File: src/rtl/lfsr_prime_pkg.sv
// Shared types and constants for the LFSR prime picker: state encoding,
// LFSR taps (x^7 + x^6 + 1), and a 128-entry prime lookup mask.
package lfsr_prime_pkg;

    localparam int unsigned WIDTH      = 7;
    localparam int unsigned NUM_VALUES = 1 << WIDTH;
    localparam int unsigned TAP_HI     = 6;
    localparam int unsigned TAP_LO     = 5;

    typedef enum logic {
        IDLE   = 1'b0,
        SEARCH = 1'b1
    } state_t;

    // Bit n is set when n is prime; built by trial division at elaboration.
    function automatic logic [NUM_VALUES-1:0] build_prime_mask();
        logic [NUM_VALUES-1:0] mask;
        logic                  is_p;
        mask = '0;
        for (int unsigned n = 2; n < NUM_VALUES; n++) begin
            is_p = 1'b1;
            for (int unsigned d = 2; d * d <= n; d++) begin
                if ((n % d) == 0) is_p = 1'b0;
            end
            mask[n[WIDTH-1:0]] = is_p;
        end
        return mask;
    endfunction

    localparam logic [NUM_VALUES-1:0] PRIME_MASK = build_prime_mask();

    // One Fibonacci step: shift left, feed back tap6 ^ tap5.
    function automatic logic [WIDTH-1:0] lfsr_step(input logic [WIDTH-1:0] v);
        return {v[WIDTH-2:0], v[TAP_HI] ^ v[TAP_LO]};
    endfunction

endpackage

File: src/rtl/lfsr_prime_check.sv
// Combinational primality test for a 7-bit value via the package mask.
module lfsr_prime_check
    import lfsr_prime_pkg::*;
(
    input  logic [WIDTH-1:0] value,
    output logic             is_prime_c
);

    // Table lookup; 0 and 1 are clear in the mask.
    assign is_prime_c = PRIME_MASK[value];

endmodule

File: src/rtl/lfsr_prime_picker.sv
// Pseudo-random prime picker: on enable, latches score as an upper bound and
// walks a 7-bit maximal-length LFSR until a prime p, 2 <= p <= bound, appears.
// Build option: define LFSR_PRIME_FREERUN_EN to let the LFSR also advance
// while idle (results then depend on request timing).
module lfsr_prime_picker #(
    parameter int unsigned WIDTH = 7,
    parameter logic [6:0]  SEED  = 7'h5A
) (
    input  logic             clk,
    input  logic             rst,
    input  logic             enable,
    input  logic [WIDTH-1:0] score,
    output logic [WIDTH-1:0] primeNumberOutput
);

    import lfsr_prime_pkg::state_t;
    import lfsr_prime_pkg::IDLE;
    import lfsr_prime_pkg::SEARCH;
    import lfsr_prime_pkg::lfsr_step;

    state_t           state;
    state_t           state_nxt;
    logic [WIDTH-1:0] lfsr;
    logic [WIDTH-1:0] lfsr_nxt;
    logic [WIDTH-1:0] bound;
    logic [WIDTH-1:0] bound_nxt;
    logic [WIDTH-1:0] prime_nxt;
    logic             cand_is_prime_c;

    lfsr_prime_check u_check (
        .value      (lfsr),
        .is_prime_c (cand_is_prime_c)
    );

    // State, LFSR, bound and result registers.
    always_ff @(posedge clk or posedge rst) begin
        if (rst) begin
            state             <= IDLE;
            lfsr              <= SEED;
            bound             <= '0;
            primeNumberOutput <= '0;
        end else begin
            state             <= state_nxt;
            lfsr              <= lfsr_nxt;
            bound             <= bound_nxt;
            primeNumberOutput <= prime_nxt;
        end
    end

    // Next-state: capture request in IDLE, scan LFSR candidates in SEARCH.
    always_comb begin
        state_nxt = state;
        lfsr_nxt  = lfsr;
        bound_nxt = bound;
        prime_nxt = primeNumberOutput;

        case (state)
            IDLE: begin
`ifdef LFSR_PRIME_FREERUN_EN
                lfsr_nxt = lfsr_step(lfsr);
`endif
                if (enable) begin
                    bound_nxt = score;
                    if (score < WIDTH'(2)) begin
                        prime_nxt = '0;
                    end else begin
                        state_nxt = SEARCH;
                    end
                end
            end
            SEARCH: begin
                // The LFSR advances on every search cycle, hit included.
                lfsr_nxt = lfsr_step(lfsr);
                if (cand_is_prime_c && (lfsr <= bound)) begin
                    prime_nxt = lfsr;
                    state_nxt = IDLE;
                end
            end
            default: begin
                state_nxt = IDLE;
            end
        endcase
    end

endmodule

File: config.mk
export PLATFORM = sky130hd
export DESIGN_NAME = lfsr_prime_picker
export DESIGN_NICKNAME = d
export VERILOG_FILES = /design/src/rtl/lfsr_prime_pkg.sv /design/src/rtl/lfsr_prime_check.sv /design/src/rtl/lfsr_prime_picker.sv
export SDC_FILE = /design/constraint.sdc
export NUM_CORES = 1
export LEC_CHECK = 0
export BUFFER_PORTS_ARGS = -buffer_cell sky130_fd_sc_hd__buf_2
export CAP_MARGIN = 5
export CORE_MARGIN = 2
export CORE_UTILIZATION = 60
export CTS_CLUSTER_DIAMETER = 40
export CTS_CLUSTER_SIZE = 12
export DETAILED_ROUTE_END_ITERATION = 10
export PLACE_DENSITY = 0.81
export REMOVE_ABC_BUFFERS = 1
export SLEW_MARGIN = 20
export SYNTH_ARGS = -nofsm -noshare
export SYNTH_HDL_FRONTEND = slang
export SYNTH_SLANG_ARGS = --single-unit
File: constraint.sdc
create_clock -name clk -period 2.9 [get_ports clk]
set_input_delay 0.145 -clock clk [delete_from_list [all_inputs] [get_ports clk]]
set_output_delay 0.145 -clock clk [all_outputs]
set_load 0.01 [all_outputs]
# [After elaboration in Yosys (flattened, before gate mapping)]
# Memories as Yosys holds them, arrays and structs flattened.
# Index checks and enable logic that the tools add are counted.
# Widths: inputs -> output; s select.
[op_classes] n_lt_le_gt_ge=3 n_eq_ne=3 n_mux=9 bitwise_logic=2 n_reduce_logical=3
[ops] op="$mux 7" n=3
[ops] op="$pmux 7 s2" n=1
[ops] op="$lt 7x8->1 const B" n=1
[ops] op="$le 7x7->1" n=1
[ops] op="$lt 7x2->1 const B" n=1
[ops] op="$mux 1" n=4
[ops] op="$ne 2x2->1 const B" n=2
[ops] op="$reduce_and 3->1" n=1
[ops] op="$ne 2x1->1 const B" n=1
[ops] op="$pmux 1 s2" n=1
[ops] op="$reduce_and 2->1" n=1
[ops] op="$logic_and 1x1->1" n=1
[ops] op="$not 1->1" n=1
[ops] op="$xor 1x1->1" n=1
[totals] regBits=22 romBits=128 input_bits=10 output_inout_bits=7 elab_cells=25 memories=1
[mem_list] memory="(name not given)" depth=128 width=1 rd=1 rd_clocked_by_memory_dff=0 wr=0 line="lfsr_prime_check.sv:10" source="assign is_prime_c = PRIME_MASK[value];"

# [Depth between registers and ports, before layout]
[logic_depth] depth_word=5 mapped_depth=8 ltp_nobuf=8

# [Cells and area by module]
# Synthesis repeated with hierarchy kept, for this count alone.
[unflattened] cells_unflattened=136 hier_area_um2=1320.0
[modules_own_cells] module="lfsr_prime_picker" instances=1 cells_each=108 area_each_um2=1112.3 seq_area_each_um2=555.5
[modules_own_cells] module="lfsr_prime_check" instances=1 cells_each=28 area_each_um2=207.7 seq_area_each_um2=0.0

# [Worst setup path after synthesis]
# Ideal clock, no wire load.
[synth_timing] path_type="register to register" start="register lfsr[2]" end="register primeNumberOutput[0]" setup_ns=0.079 t_arrival_ns=1.869 required_ns=2.821 setup_slack_ns=0.951 path_stages_with_launch=8 n_path_buf=0 period_less_slack_ns=1.949 path_cell_list="dfrtp_1 -> ha_1 -> a21oi_1 -> o21a_1 -> o22ai_1 -> o22a_1 -> nor3_4 -> mux2i_1"
[synth_via] elab_chain_cells=5 elab_cells_between_ends=6 cone_classes="order compare: 1; eq/ne: 1; mux: 1; reduce/logical: 2; memory: 1"
[synth_lines] element="from (decl)" line="lfsr_prime_picker.sv:23" source="logic [WIDTH-1:0] lfsr;"
[synth_lines] element="from (signal assigned)" line="lfsr_prime_picker.sv:44" source="lfsr <= lfsr_nxt;"
[synth_lines] element="$mem_v2 128x1"
[synth_lines] element="$mux 1 (implied by the code)" line="lfsr_prime_check.sv:10"
[synth_lines] element="$logic_and 1x1->1 *" line="lfsr_prime_picker.sv:74" source="if (cand_is_prime_c && (lfsr <= bound)) begin"
[synth_lines] element="$ne 2x1->1 (no line) *"
[synth_lines] element="$reduce_and 3->1 (no line) *"
[synth_lines] element="to (signal assigned)" line="lfsr_prime_picker.sv:46" source="primeNumberOutput <= prime_nxt;"
[synth_lines] element="to (decl)" line="lfsr_prime_picker.sv:13" source="output logic [WIDTH-1:0] primeNumberOutput"
# Mark *: on every way between the ends. The rest lies on a longest branch, timed or not. The select of a mux whose other input is x is not followed.
# A chain may end at the register's enable or synchronous reset.

# [Final worst setup path]
[layout_timing] start="register lfsr[2]" end="register primeNumberOutput[4]"
# Same word-level chain as after synthesis.

==> flow_summary.toml <==
[setup_path]
cp-start-kind = "register"
cp_data_required_time_ps = 3150
crit_buf_inv = 0
r2r_setup_slack_ps = 570
arrival_ps = 2580
critPathTopFamily = "flip-flops"
cp-startpoint = "lfsr[2]"
cpPeakStageDelay_ps = 660
path_class = "register to register"
critical_path.endpoint_type = "register"
reg2reg_from = "lfsr[2]"
critPathSlowestCell = "dfrtp_1"
crit_path_cell_trace = "ha_1 -> a21oi_1 -> o21a_1 -> o22ai_1 -> o22a_1 -> nor3_4 -> mux2i_1"
crit_fanout = 16

[layout]
stdcell_count = 181
regArea_sq_um = 556
n_antenna_cell = 0
fillers = 154
drive_gt1_frac = 0.188
nNetsFinal = 172
fin_util = 0.710
multi_input_area_sq_um = 614
area_delta_synth_final_pct = 10.2

[synthesis]
ys_async_sr_fraction = 1.00
ys_top_cells_by_count = "24 x nand2_1, 18 x dfrtp_1, 18 x o21ai_0"
yosysSeqAreaShare = 0.435
ys.flop_type = "dfrtp_1"
netlist_top_cells_area = "dfrtp_1 35%, dfstp_2 8.2%, o21ai_0 7.1%"
synth_edf_count = 0
syn_area_sq_um = 1280
synth.most_common_cell = "nand2_1"
synth_cells = 139
synth_top_area_frac = 0.353
synth_area_per_cell_sq_um = 9.18
yosys_warnings = 0
yosysUniqueCellTypes = 35
ys_ff_latch = 22
yosys.area.top_type = "dfrtp_1"

[sta]
finalClockSkew_ps = 14.8
period_needed_ps = 2330
rsz0062_at_grt = "false"
finalHoldViolCount = 0
finalCritPeriodShare = 0.805
fmax_ghz = 0.429
finalSetupTns_ps = 0
maxSlewViolCount = 0
slew-limit-headroom = 0.474
worstMarginPinSlew_ps = 789
setup_violations = 0

[run]
drv_cap = 0

[cts]
clk_pin_slew_ps = 130
cts.path.max_buffers = 2
postCtsSetupBuffers = 0
root_buffer = "clkbuf_4"
numCtsBuffers = 3
ctsResizeCount = 0
clk_latency_ps = 320
postCtsHoldBufs = 1
ctsHtreeMaxLevel = 1
clock_sink_count = 22
cts_tree = "yes"

[place]
place_congestion = 0.852
portBuffers = 16
placedCellCount = 176
post-dp-hpwl_mm = 1.98

[floorplanning]
die_x_um = 50.1
initial_core_util = 0.644
die_area_sq_um = 2510
fp-row-count = 16
io_pins = 17
fp.dieH_um = 50.1
core_sq_um = 1980

[status]
status = "complete, no violations"

[global_route]
grt_pass1_wl_mm = 4.85
antenna_found_initial = 0
first_global_vias = 1063
grt-ovfl-total = 0
track_usage = 0.261
grt_max_degree = 23

[power]
p_leak_nw = 0.641
power_density_nw_per_um2 = 1200
ir_worst_vdd_v = 0.000757

[routing]
routed-via-count = 1048
dr.first_iter.drc_count = 24
route.detailed.drc = 0
wl_per_cell_um = 15.1
dr.pass1.iters = 4
postRouteAntennaNets = 0
routed_via_density = 5.79
wirelength_mm = 2.73

[hold_path]
hp-class = "input port to register"
hold_path_startpoint = "score[6]"
state kept, by name, summed over array words and instances (netlist names):
signal             cells
bound                  7
primeNumberOutput      7
state                  1
lfsr                   7
cell families after synthesis:
logic type               Yosys count  share of synthesized area
AND/OR/NAND/NOR                   43                      0.163
AO/OA/AOI/OAI                     35                      0.165
flip-flops                        22                      0.435
buffers and inverters             21                     0.0833
multiplexers                       9                     0.0716
adder cells (fa/ha/maj)            7                     0.0686
XOR/XNOR                           2                     0.0137
through the flow:
stage | cell area, sq um | setup slack, ps | hold WS [ps] | total power, mW
after global placement | 1340 | 721 | 310 | 1.37
after CTS | 1410 | 568 | 50.8 | 1.68
after global routing | 1410 | 375 | 64.6 | 1.83
after detailed placement | 1340 | 605 | 337 | 1.44
after floorplan | 1220 | 852 | 131 | 1.21
final | 1410 | 567 | 48.7 | 1.68
per-layer routing:
metal	global-route usage	vias up	part of all wire	routed length, um
met5	0	-	0	0
met4	0.134	0	0.024	66
met3	0.0273	7	0.031	85
met2	0.423	25	0.51	1400
met1	0.345	511	0.43	1180
li1	-	505	-	-
cell type report:
class,instances,share of cell area
Multi-Input combinational cell,96,0.437
Clock inverter,1,0.0214
Clock buffer,3,0.0160
Timing Repair Buffer,18,0.0694
Inverter,14,0.0374
Sequential cell,22,0.395
Tap cell,27,0.0240
tightest hold or removal path: stages:
cell and delay, ps:
buf_2 90, nand2_1 40, o21ai_0 60
power breakdown:
part / internal (mW) / total, mW / switching, mW
Combinational: 0.363 / 0.797 / 0.434
Sequential: 0.460 / 0.647 / 0.187
Clock: 0.140 / 0.237 / 0.0974
Total: 0.963 / 1.68 / 0.719
final timing paths:
path                                        end  cells past startpoint
setup / recovery           primeNumberOutput[4]                      7
hold / removal                         bound[6]                      3
setup reg to reg           primeNumberOutput[4]                      7
hold reg to reg            primeNumberOutput[3]                      2
max in group asynchronous              bound[6]                      3
min in group asynchronous  primeNumberOutput[6]                      3
placed cells by master (no fill, tap or decap):
cell,instances
o21a_1,1
dlygate4sd3_1,1
mux2i_1,8
o22a_1,1
bufinv_16,1
nor3_1,1
o21ai_0,18
xnor2_1,2
o21ai_1,1
nor3_4,1
nor2b_1,1
or3_1,1
a221oi_1,1
nand3_1,2
nand3b_1,1
a21oi_1,6
ha_1,7
nor2_1,6
a211oi_1,2
dfrtp_1,18
clkbuf_4,3
o211ai_1,1
mux2_2,1
inv_1,14
o32ai_1,1
buf_2,16
o31ai_1,1
nand4_1,2
nor3_2,1
dfstp_2,4
o22ai_1,1
nand2b_1,1
nand2_1,24
buf_4,1
nor3b_1,2
a221oi_2,1
Note: power is estimated with default switching activity, not from simulation.
